File: src/rtl/seq_add_sub_if.sv
// Operand/result bundle for the multi-cycle adder/subtractor.
// master drives the request side; slave is the arithmetic unit.
interface seq_add_sub_if #(
    parameter int WIDTH = 32
);
    logic             start;
    logic             sub;
    logic             sat;
    logic [WIDTH-1:0] a;
    logic [WIDTH-1:0] b;
    logic             busy;
    logic             done;
    logic [WIDTH-1:0] result;
    logic             cout;
    logic             ovf;
    logic             zero;

    modport master (
        output start, sub, sat, a, b,
        input  busy, done, result, cout, ovf, zero
    );

    modport slave (
        input  start, sub, sat, a, b,
        output busy, done, result, cout, ovf, zero
    );
endinterface

File: src/rtl/seq_add_sub.sv
// Multi-cycle adder/subtractor: WIDTH-bit operands summed CHUNK bits per
// clock, carry held in a flop between slices, start/done handshake.
// Optional signed saturation is built only when ADDSUB_SAT_EN is defined.
//
// state | meaning
// ------+-------------------------------------------------------------
// IDLE  | waiting for start; outputs hold the last committed result
// RUN   | one slice per cycle, LSB slice first; commit after last slice
module seq_add_sub #(
    parameter int WIDTH = 32,
    parameter int CHUNK = 8
) (
    input  logic         clk,
    input  logic         rst_n,
    seq_add_sub_if.slave bus
);
    localparam int N     = (CHUNK >= 1) ? WIDTH / CHUNK : 1;
    localparam int CNT_W = (N > 1) ? $clog2(N) : 1;

    if (CHUNK < 1 || (WIDTH % CHUNK) != 0) begin : g_bad_chunk
        $error("seq_add_sub: CHUNK must be >= 1 and divide WIDTH");
    end
    if ($bits(bus.a) != WIDTH) begin : g_bad_if_width
        $error("seq_add_sub: interface WIDTH differs from module WIDTH");
    end

    typedef enum logic {
        S_IDLE = 1'b0,
        S_RUN  = 1'b1
    } state_t;

    state_t             state_q, state_d;
    logic [WIDTH-1:0]   op_a_q, op_a_d;
    logic [WIDTH-1:0]   op_b_q, op_b_d;
    logic [WIDTH-1:0]   work_q, work_d;
    logic               carry_q, carry_d;
    logic [CNT_W-1:0]   cnt_q, cnt_d;
    logic               done_q, done_d;
    logic [WIDTH-1:0]   result_q, result_d;
    logic               cout_q, cout_d;
    logic               ovf_q, ovf_d;
    logic               zero_q, zero_d;
`ifdef ADDSUB_SAT_EN
    logic               sat_q, sat_d;
`endif

    logic [CHUNK-1:0]   slice_a;
    logic [CHUNK-1:0]   slice_b;
    logic [CHUNK:0]     slice_sum;
    logic [WIDTH-1:0]   work_next;
    logic               msb_cin;
    logic               ovf_fin;
    logic [WIDTH-1:0]   res_fin;

    // Slice datapath: operands shift right so the active slice is always in
    // the low bits; the working register fills from the top, LSB slice first.
    always_comb begin
        slice_a   = op_a_q[CHUNK-1:0];
        slice_b   = op_b_q[CHUNK-1:0];
        slice_sum = {1'b0, slice_a} + {1'b0, slice_b} + (CHUNK+1)'(carry_q);
        work_next = (work_q >> CHUNK) | (WIDTH'(slice_sum[CHUNK-1:0]) << (WIDTH - CHUNK));
        // On the last slice this is the carry into the word MSB.
        msb_cin   = slice_sum[CHUNK-1] ^ slice_a[CHUNK-1] ^ slice_b[CHUNK-1];
        ovf_fin   = msb_cin ^ slice_sum[CHUNK];
        res_fin   = work_next;
`ifdef ADDSUB_SAT_EN
        // On the last slice slice_a's top bit is operand A's sign.
        if (sat_q && ovf_fin) begin
            res_fin = slice_a[CHUNK-1] ? {1'b1, {(WIDTH-1){1'b0}}}
                                       : {1'b0, {(WIDTH-1){1'b1}}};
        end
`endif
    end

    // Next-state and register updates for the IDLE/RUN sequencer.
    always_comb begin
        state_d  = state_q;
        op_a_d   = op_a_q;
        op_b_d   = op_b_q;
        work_d   = work_q;
        carry_d  = carry_q;
        cnt_d    = cnt_q;
        done_d   = 1'b0;
        result_d = result_q;
        cout_d   = cout_q;
        ovf_d    = ovf_q;
        zero_d   = zero_q;
`ifdef ADDSUB_SAT_EN
        sat_d    = sat_q;
`endif
        case (state_q)
            S_IDLE: begin
                if (bus.start) begin
                    op_a_d  = bus.a;
                    op_b_d  = bus.sub ? ~bus.b : bus.b;
                    carry_d = bus.sub;
                    cnt_d   = CNT_W'(N - 1);
`ifdef ADDSUB_SAT_EN
                    sat_d   = bus.sat;
`endif
                    state_d = S_RUN;
                end
            end
            S_RUN: begin
                op_a_d  = op_a_q >> CHUNK;
                op_b_d  = op_b_q >> CHUNK;
                work_d  = work_next;
                carry_d = slice_sum[CHUNK];
                cnt_d   = cnt_q - 1'b1;
                if (cnt_q == '0) begin
                    result_d = res_fin;
                    cout_d   = slice_sum[CHUNK];
                    ovf_d    = ovf_fin;
                    zero_d   = (res_fin == '0);
                    done_d   = 1'b1;
                    state_d  = S_IDLE;
                end
            end
            default: state_d = S_IDLE;
        endcase
    end

    // State and datapath registers; reset aborts any operation in flight.
    always_ff @(posedge clk or negedge rst_n) begin
        if (!rst_n) begin
            state_q  <= S_IDLE;
            op_a_q   <= '0;
            op_b_q   <= '0;
            work_q   <= '0;
            carry_q  <= 1'b0;
            cnt_q    <= '0;
            done_q   <= 1'b0;
            result_q <= '0;
            cout_q   <= 1'b0;
            ovf_q    <= 1'b0;
            zero_q   <= 1'b0;
`ifdef ADDSUB_SAT_EN
            sat_q    <= 1'b0;
`endif
        end else begin
            state_q  <= state_d;
            op_a_q   <= op_a_d;
            op_b_q   <= op_b_d;
            work_q   <= work_d;
            carry_q  <= carry_d;
            cnt_q    <= cnt_d;
            done_q   <= done_d;
            result_q <= result_d;
            cout_q   <= cout_d;
            ovf_q    <= ovf_d;
            zero_q   <= zero_d;
`ifdef ADDSUB_SAT_EN
            sat_q    <= sat_d;
`endif
        end
    end

    assign bus.busy   = (state_q == S_RUN);
    assign bus.done   = done_q;
    assign bus.result = result_q;
    assign bus.cout   = cout_q;
    assign bus.ovf    = ovf_q;
    assign bus.zero   = zero_q;
endmodule

File: src/flat_wrapper.sv
// flat-port wrapper written by rule: the top's interface ports become plain ports
module seq_add_sub_flat 
#(
    parameter int WIDTH = 32,
    parameter int CHUNK = 8
)
  (clk, rst_n, bus_start, bus_sub, bus_sat, bus_a, bus_b, bus_busy, bus_done, bus_result, bus_cout, bus_ovf, bus_zero);
  seq_add_sub_if #(.WIDTH(WIDTH)) bus_i ();
  input  logic clk;
  input  logic rst_n;
  input wire logic [$bits(bus_i.start)-1:0] bus_start;
  input wire logic [$bits(bus_i.sub)-1:0] bus_sub;
  input wire logic [$bits(bus_i.sat)-1:0] bus_sat;
  input wire logic [$bits(bus_i.a)-1:0] bus_a;
  input wire logic [$bits(bus_i.b)-1:0] bus_b;
  output wire logic [$bits(bus_i.busy)-1:0] bus_busy;
  output wire logic [$bits(bus_i.done)-1:0] bus_done;
  output wire logic [$bits(bus_i.result)-1:0] bus_result;
  output wire logic [$bits(bus_i.cout)-1:0] bus_cout;
  output wire logic [$bits(bus_i.ovf)-1:0] bus_ovf;
  output wire logic [$bits(bus_i.zero)-1:0] bus_zero;
  assign bus_i.start = bus_start;
  assign bus_i.sub = bus_sub;
  assign bus_i.sat = bus_sat;
  assign bus_i.a = bus_a;
  assign bus_i.b = bus_b;
  assign bus_busy = bus_i.busy;
  assign bus_done = bus_i.done;
  assign bus_result = bus_i.result;
  assign bus_cout = bus_i.cout;
  assign bus_ovf = bus_i.ovf;
  assign bus_zero = bus_i.zero;
  seq_add_sub #(.WIDTH(WIDTH), .CHUNK(CHUNK)) u_core (.clk(clk), .rst_n(rst_n), .bus(bus_i));
endmodule
File: config.mk
export PLATFORM = sky130hd
export DESIGN_NAME = seq_add_sub_flat
export DESIGN_NICKNAME = d
export VERILOG_FILES = /design/src/rtl/seq_add_sub_if.sv /design/src/rtl/seq_add_sub.sv /design/src/flat_wrapper.sv
export SDC_FILE = /design/constraint.sdc
export NUM_CORES = 1
export LEC_CHECK = 0
export ABC_AREA = 1
export CAP_MARGIN = 0
export CORE_ASPECT_RATIO = 1.5
export CORE_MARGIN = 3
export CORE_UTILIZATION = 53
export DETAILED_ROUTE_END_ITERATION = 6
export PLACE_DENSITY = 0.84
export SYNTH_ARGS = -nofsm -noshare
export SYNTH_HDL_FRONTEND = slang
export SYNTH_SLANG_ARGS = --single-unit
File: constraint.sdc
create_clock -name clk -period 2.2 [get_ports clk]
set_input_delay 0.33 -clock clk [delete_from_list [all_inputs] [get_ports clk]]
set_output_delay 0.33 -clock clk [all_outputs]
set_load 0.05 [all_outputs]
==> results.py, run 1 <==
metrics = {
    "setup_path": {
        "crit_arrival_ns": 2.47,
        "reg2reg_slack_ns": 0.08,
        "critPathLaunch": "u_core.op_a_q[0]",
        "worst-r2r-cell-count": 11,
        "required_ns": 2.55,
        "crit_fanout": 4,
        "path_delay_family": "adder cells",
        "timing.rr.end": "u_core.bus.zero",
        "cp_common_cell": "nand2_1",
        "worst-path-buf-inv": 1,
        "crit_type": "reg -> reg",
        "r2r-start": "u_core.op_a_q[0]",
        "cp_slowest_stage_delay_ns": 0.44,
        "cp_cell_sequence": "fa_2 -> fa_2 -> inv_1 -> nand2_1 -> nand2_1 -> nand3_1 -> nor2_1 -> nand3_1 -> nor2_1 -> nand4_1 -> nand2_1",
        "cp-start-kind": "flop",
        "slowest_stage": "fa_2",
        "endpoint_kind": "flop",
    },
    "grt": {
        "grt_usage": 0.2267,
        "overflow": 0,
        "antenna_found_initial": 0,
        "grt_pass1_vias": 4737,
        "grt_pass1_wl_mm": 22.10,
        "grt_max_degree": 57,
    },
    "sta": {
        "setup_viol": 0,
        "max_freq_mhz": 471.6,
        "tightest_slew_ns": 0.5621,
        "rsz0062_at_grt": "no",
        "min_period_ns": 2.120,
        "final.period_utilization": 0.9638,
        "skew_ns": 0.006373,
        "final_max_slew_viol_count": 0,
        "slew-limit-headroom": 0.6253,
        "hold_viol": 0,
    },
    "layout": {
        "regArea_um2": 3204,
        "layout_common_cells": "212 x nand2_1, 127 x dfrtp_1, 101 x clkdlybuf4s50_1",
        "syn_to_final_growth_pct": 29.82,
        "fill_cells": 740,
        "fin_util": 0.7101,
        "final_common_cell": "nand2_1",
        "finish.net_count": 817,
        "drive_gt1_frac": 0.09720,
        "finalInstanceArea_um2": 7561,
        "multi_input_comb_area_um2": 2302,
        "n_antenna_cell": 0,
    },
    "routing": {
        "dr.first_iter.drc_count": 297,
        "antenna_left": 0,
        "post_drt_wl_per_cell_um": 14.84,
        "num_vias": 4727,
        "wl_mm": 13.29,
        "firstDrtPassIters": 6,
        "via_per_inst": 5.282,
        "drc": 0,
    },
    "cts": {
        "numClockSinks": 128,
        "cts-root-buf": "clkbuf_16",
        "path_clk_slew_ns": 0.06,
        "cts_buffers": 17,
        "clk_path_buf_depth": 2,
        "cts_tree": "yes",
        "h-tree-depth": 4,
        "clkLatencyLatePin_ns": 0.41,
    },
    "synth": {
        "ys_types": 32,
        "postSynthCellCount": 635,
        "synth_flop_cell": "dfrtp_1",
        "synth-async-reset-ratio": 1.000,
        "avgSynthCellArea_um2": 9.172,
        "ys_seq_area_frac": 0.5499,
        "syn_area_um2": 5824,
        "synth-seq-cells": 128,
        "synth-edff-count": 0,
        "synth_warnings": 0,
        "syn-num-nets": 714,
    },
    "worst_hold_path": {
        "hp-class": "in -> async",
    },
    "flow_run": {
        "maxCapViolCount": 0,
    },
    "floorplan": {
        "die_h_um": 134.4,
        "initial_core_util": 0.5470,
        "dieArea_um2": 12310,
        "pin_count": 106,
        "core_area_um2": 10650,
        "rows": 46,
        "fp.dieW_um": 91.60,
    },
    "placed_design": {
        "hpwl_mm": 9.527,
        "io_buffer_count": 104,
        "gp_congestion": 0.8945,
        "placed_area_um2": 6977,
    },
    "power_and_ir_drop": {
        "p_leak_uw": 0.003460,
        "max-vdd-ir-drop_v": 0.0007240,
        "power_density_nw_per_um2": 1579,
    },
    "run_status": {
        "status": "finished, final reports clean",
    },
}
-- routing by layer --
layer / GRT usage / wire, µm / vias up
met1: 0.2606 / 4912 / 2241
met4: 0.09815 / 486 / 0
met2: 0.4022 / 7191 / 189
li1: - / - / 2268
met5: 0 / 0 / -
met3: 0.05051 / 696 / 29
-- timing repair --
item / 4_1_cts / 5_1_grt
gates resized for setup: 2 / 1
setup endpoints to repair: 2 / 2
endpoints found under the hold margin: 35 / 0
setup buffers: 0 / 0
hold buffers: 1 / 0
pin swaps: 0 / 2
-- worst max-delay path by stage --
stage	to	slack, ns	cells after the start
after global placement	u_core.bus.ovf	0.08	9
after CTS	u_core.bus.zero	0.02	11
after global routing	u_core.bus.zero	0.007	11
after floorplan	u_core.bus.zero	0.19	8
final	u_core.bus.zero	0.08	11
after detailed placement	u_core.bus.ovf	-0.03	9
-- cell type report --
| class | instances | area share |
|---|---|---|
| sequential | 128 | 0.4238 |
| multi-input combinational | 431 | 0.3045 |
| timing repair buffer | 119 | 0.1532 |
| clock buffer | 17 | 0.05626 |
| tap | 144 | 0.02383 |
| inverter | 41 | 0.02035 |
| clock inverter | 15 | 0.01804 |
-- logic make-up after synthesis --
group                    share of synthesized area
buffers and inverters                      0.05693
adder cells (fa/ha/maj)                    0.02406
XOR/XNOR                                   0.05413
AND/OR/NAND/NOR                             0.2019
AO/OA/AOI/OAI                               0.1130
flip-flops                                  0.5499
-- report_power, final --
part           internal, µW  switching, µW
combinational          1830           3410
clock                  1560           1050
sequential             3400            685
total                  6790           5140
-- per-stage QoR --
stage / hold slack, ns / worst slack, ns / TNS (ns) / total power (µW) / instances
2_1_floorplan: 0.03441 / 0.1870 / 0 / 7670 / 635
3_3_place_gp: 0.3157 / 0.07589 / 0 / 9005 / 862
3_5_place_dp: 0.3246 / -0.02743 / -0.02743 / 9269 / 862
4_1_cts: 0.4344 / 0.02493 / 0 / 11970 / 895
5_1_grt: 0.4648 / 0.007157 / 0 / 12710 / 895
6_report: 0.4298 / 0.07959 / 0 / 11940 / 895
-- flip-flops by register name, summed over array words and instances (netlist names) --
signal / count
u_core.bus.done: 1
u_core.bus.ovf: 1
u_core.bus.result: 32
u_core.work_q: 24
u_core.carry_q: 1
u_core.op_b_q: 32
u_core.bus.zero: 1
u_core.cnt_q: 2
u_core.bus.busy: 1
u_core.op_a_q: 32
u_core.bus.cout: 1
-- cell usage after synthesis (3+ instances only) --
library cell | number | area share
nand3_2 | 4 | 0.0069
nand2_2 | 6 | 0.0064
o211ai_1 | 25 | 0.032
nor2_1 | 15 | 0.0097
a21oi_1 | 3 | 0.0026
buf_4 | 4 | 0.0052
dfrtp_1 | 128 | 0.55
ha_1 | 8 | 0.017
a22oi_1 | 5 | 0.0064
o21ai_1 | 11 | 0.0095
a22o_1 | 6 | 0.0090
o21ai_0 | 54 | 0.046
nand4_1 | 6 | 0.0064
buf_2 | 13 | 0.011
clkbuf_1 | 15 | 0.0097
nand2_1 | 212 | 0.14
nand3_1 | 27 | 0.023
xnor2_1 | 35 | 0.053
inv_1 | 39 | 0.025
(Power assumes the default switching activity.)
==> run 2: changes to the inputs <==
Settings changed: CORE_ASPECT_RATIO 1.5 to default.
==> run 2 against run 1 <==
  * Register-to-register slack better by 0.09 ns
  * Combinational power down 0.8%
  * Final area down 0.18%
  * Maximum frequency up 2.8%
==> results.py, run 2 (same netlist as run 1, synthesis figures left out) <==
metrics = {
    "sta": {
        "min_period_ns": 2.063,
        "skew_ns": 0.007143,
        "holdWs_ns": 0.2256,
        "slew-limit-headroom": 0.6475,
        "max_freq_mhz": 484.6,
        "final_max_slew_viol_count": 0,
        "rsz0062_at_grt": "no",
        "hold_viol": 0,
        "final.period_utilization": 0.9379,
        "tightest_slew_ns": 0.5279,
        "setup_viol": 0,
    },
    "placed_design": {
        "gp_congestion": 0.8378,
        "hpwl_mm": 9.142,
        "io_buffer_count": 104,
    },
    "floorplan": {
        "dieArea_um2": 12280,
        "fp.dieW_um": 110.8,
        "die_h_um": 110.8,
        "rows": 37,
        "pin_count": 106,
        "initial_core_util": 0.5542,
        "core_area_um2": 10510,
    },
    "setup_path": {
        "endpoint_kind": "output port",
        "crit_fanout": 2,
        "path_delay_family": "buffers and inverters",
        "cp-start-kind": "flop",
        "crit_type": "reg -> out",
        "cp_slowest_stage_delay_ns": 0.82,
        "worst-path-buf-inv": 1,
        "slowest_stage": "clkdlybuf4s50_1",
        "cp_cell_sequence": "clkdlybuf4s50_1",
        "crit_arrival_ns": 1.73,
        "required_ns": 1.87,
    },
    "routing": {
        "firstDrtPassIters": 6,
        "post_drt_wl_per_cell_um": 15.03,
        "via_per_inst": 5.305,
        "drc": 0,
        "num_vias": 4679,
        "antenna_left": 0,
        "dr.first_iter.drc_count": 297,
        "wl_mm": 13.26,
    },
    "layout": {
        "multi_input_comb_area_um2": 2295,
        "syn_to_final_growth_pct": 29.58,
        "regArea_um2": 3204,
        "finish.net_count": 813,
        "fin_util": 0.7182,
        "n_antenna_cell": 0,
        "final_common_cell": "nand2_1",
        "fill_cells": 759,
        "drive_gt1_frac": 0.08981,
        "layout_common_cells": "212 x nand2_1, 127 x dfrtp_1, 101 x clkdlybuf4s50_1",
    },
    "flow_run": {
        "maxCapViolCount": 0,
    },
    "power_and_ir_drop": {
        "p_leak_uw": 0.003450,
        "power_uw": 11950,
        "power_density_nw_per_um2": 1583,
        "max-vdd-ir-drop_v": 0.0008102,
    },
    "grt": {
        "grt_max_degree": 69,
        "overflow": 0,
        "grt_pass1_vias": 4578,
        "grt_usage": 0.2230,
        "antenna_found_initial": 0,
        "grt_pass1_wl_mm": 22.22,
    },
    "cts": {
        "numClockSinks": 128,
        "cts-root-buf": "clkbuf_8",
        "cts_buffers": 17,
        "clk_path_buf_depth": 2,
        "cts_tree": "yes",
        "clkLatencyLatePin_ns": 0.52,
        "h-tree-depth": 4,
        "path_clk_slew_ns": 0.06,
    },
    "worst_hold_path": {
        "hp-class": "in -> async",
    },
    "run_status": {
        "status": "finished, final reports clean",
    },
}
## run 2: cell types whose count changed in the layout (fill, tap and decap cells not counted), sizes merged
cell / previous run / this run
buf: 17 / 13
bufinv: 1 / 2
clkbuf: 17 / 18
clkinv: 7 / 5
inv: 44 / 43
## run 2: layer usage
| metal | vias to the layer above | GRT usage | share of wire | routed length, µm |
|---|---|---|---|---|
| met5 | - | 0 | 0 | 0 |
| met4 | 0 | 0.08374 | 0.025 | 338 |
| met3 | 31 | 0.05295 | 0.064 | 848 |
| met2 | 187 | 0.3758 | 0.50 | 6688 |
| met1 | 2213 | 0.2800 | 0.41 | 5379 |
| li1 | 2248 | - | - | - |
## run 2: worst paths after layout
path | depth (start not counted) | slack [ns] | endpoint | start
max | 1 | 0.14 | bus_result[30] | u_core.bus.result[30]
min | 2 | 0.23 | u_core.bus.result[12] | rst_n
max reg2reg | 9 | 0.17 | u_core.bus.ovf | u_core.op_a_q[0]
min reg2reg | 2 | 0.48 | u_core.bus.result[11] | u_core.bus.result[11]
max in group asynchronous | 3 | 1.39 | u_core.bus.busy | rst_n
min in group clk | 3 | 0.35 | u_core.op_a_q[31] | bus_a[31]
## run 2: power breakdown
group	internal, µW	leakage [µW]	switching [µW]
registers	3400	0.00163	703
logic	1840	0.00156	3360
clock network	1610	0.000263	1050
total	6840	0.00345	5110
## run 2: per-stage QoR
step                area [µm²]  setup TNS [ns]  worst slack (ns)  cells
floorplan                 5824               0            0.1870    635
finish                    7547               0            0.1366    882
detailed placement        6967        -0.01921          -0.01123    849
global placement          6967               0           0.08504    849
CTS                       7537               0           0.04271    881
global route              7547               0           0.05470    882
## run 2: final cells by class
type                    instances  area share
clock inverters                13     0.01857
repair buffers                115      0.1545
clock buffers                  18     0.05537
well taps                     136     0.02255
multi-input cells             431      0.3040
inverters                      41     0.02039
flip-flops and latches        128      0.4246
## run 2: timing repair
action	in CTS	in global routing
pin swaps	1	2
hold buffers	1	0
endpoints found under the hold margin	18	0
resized for setup	1	1
setup buffers	0	1
endpoints found under the setup margin	2	2
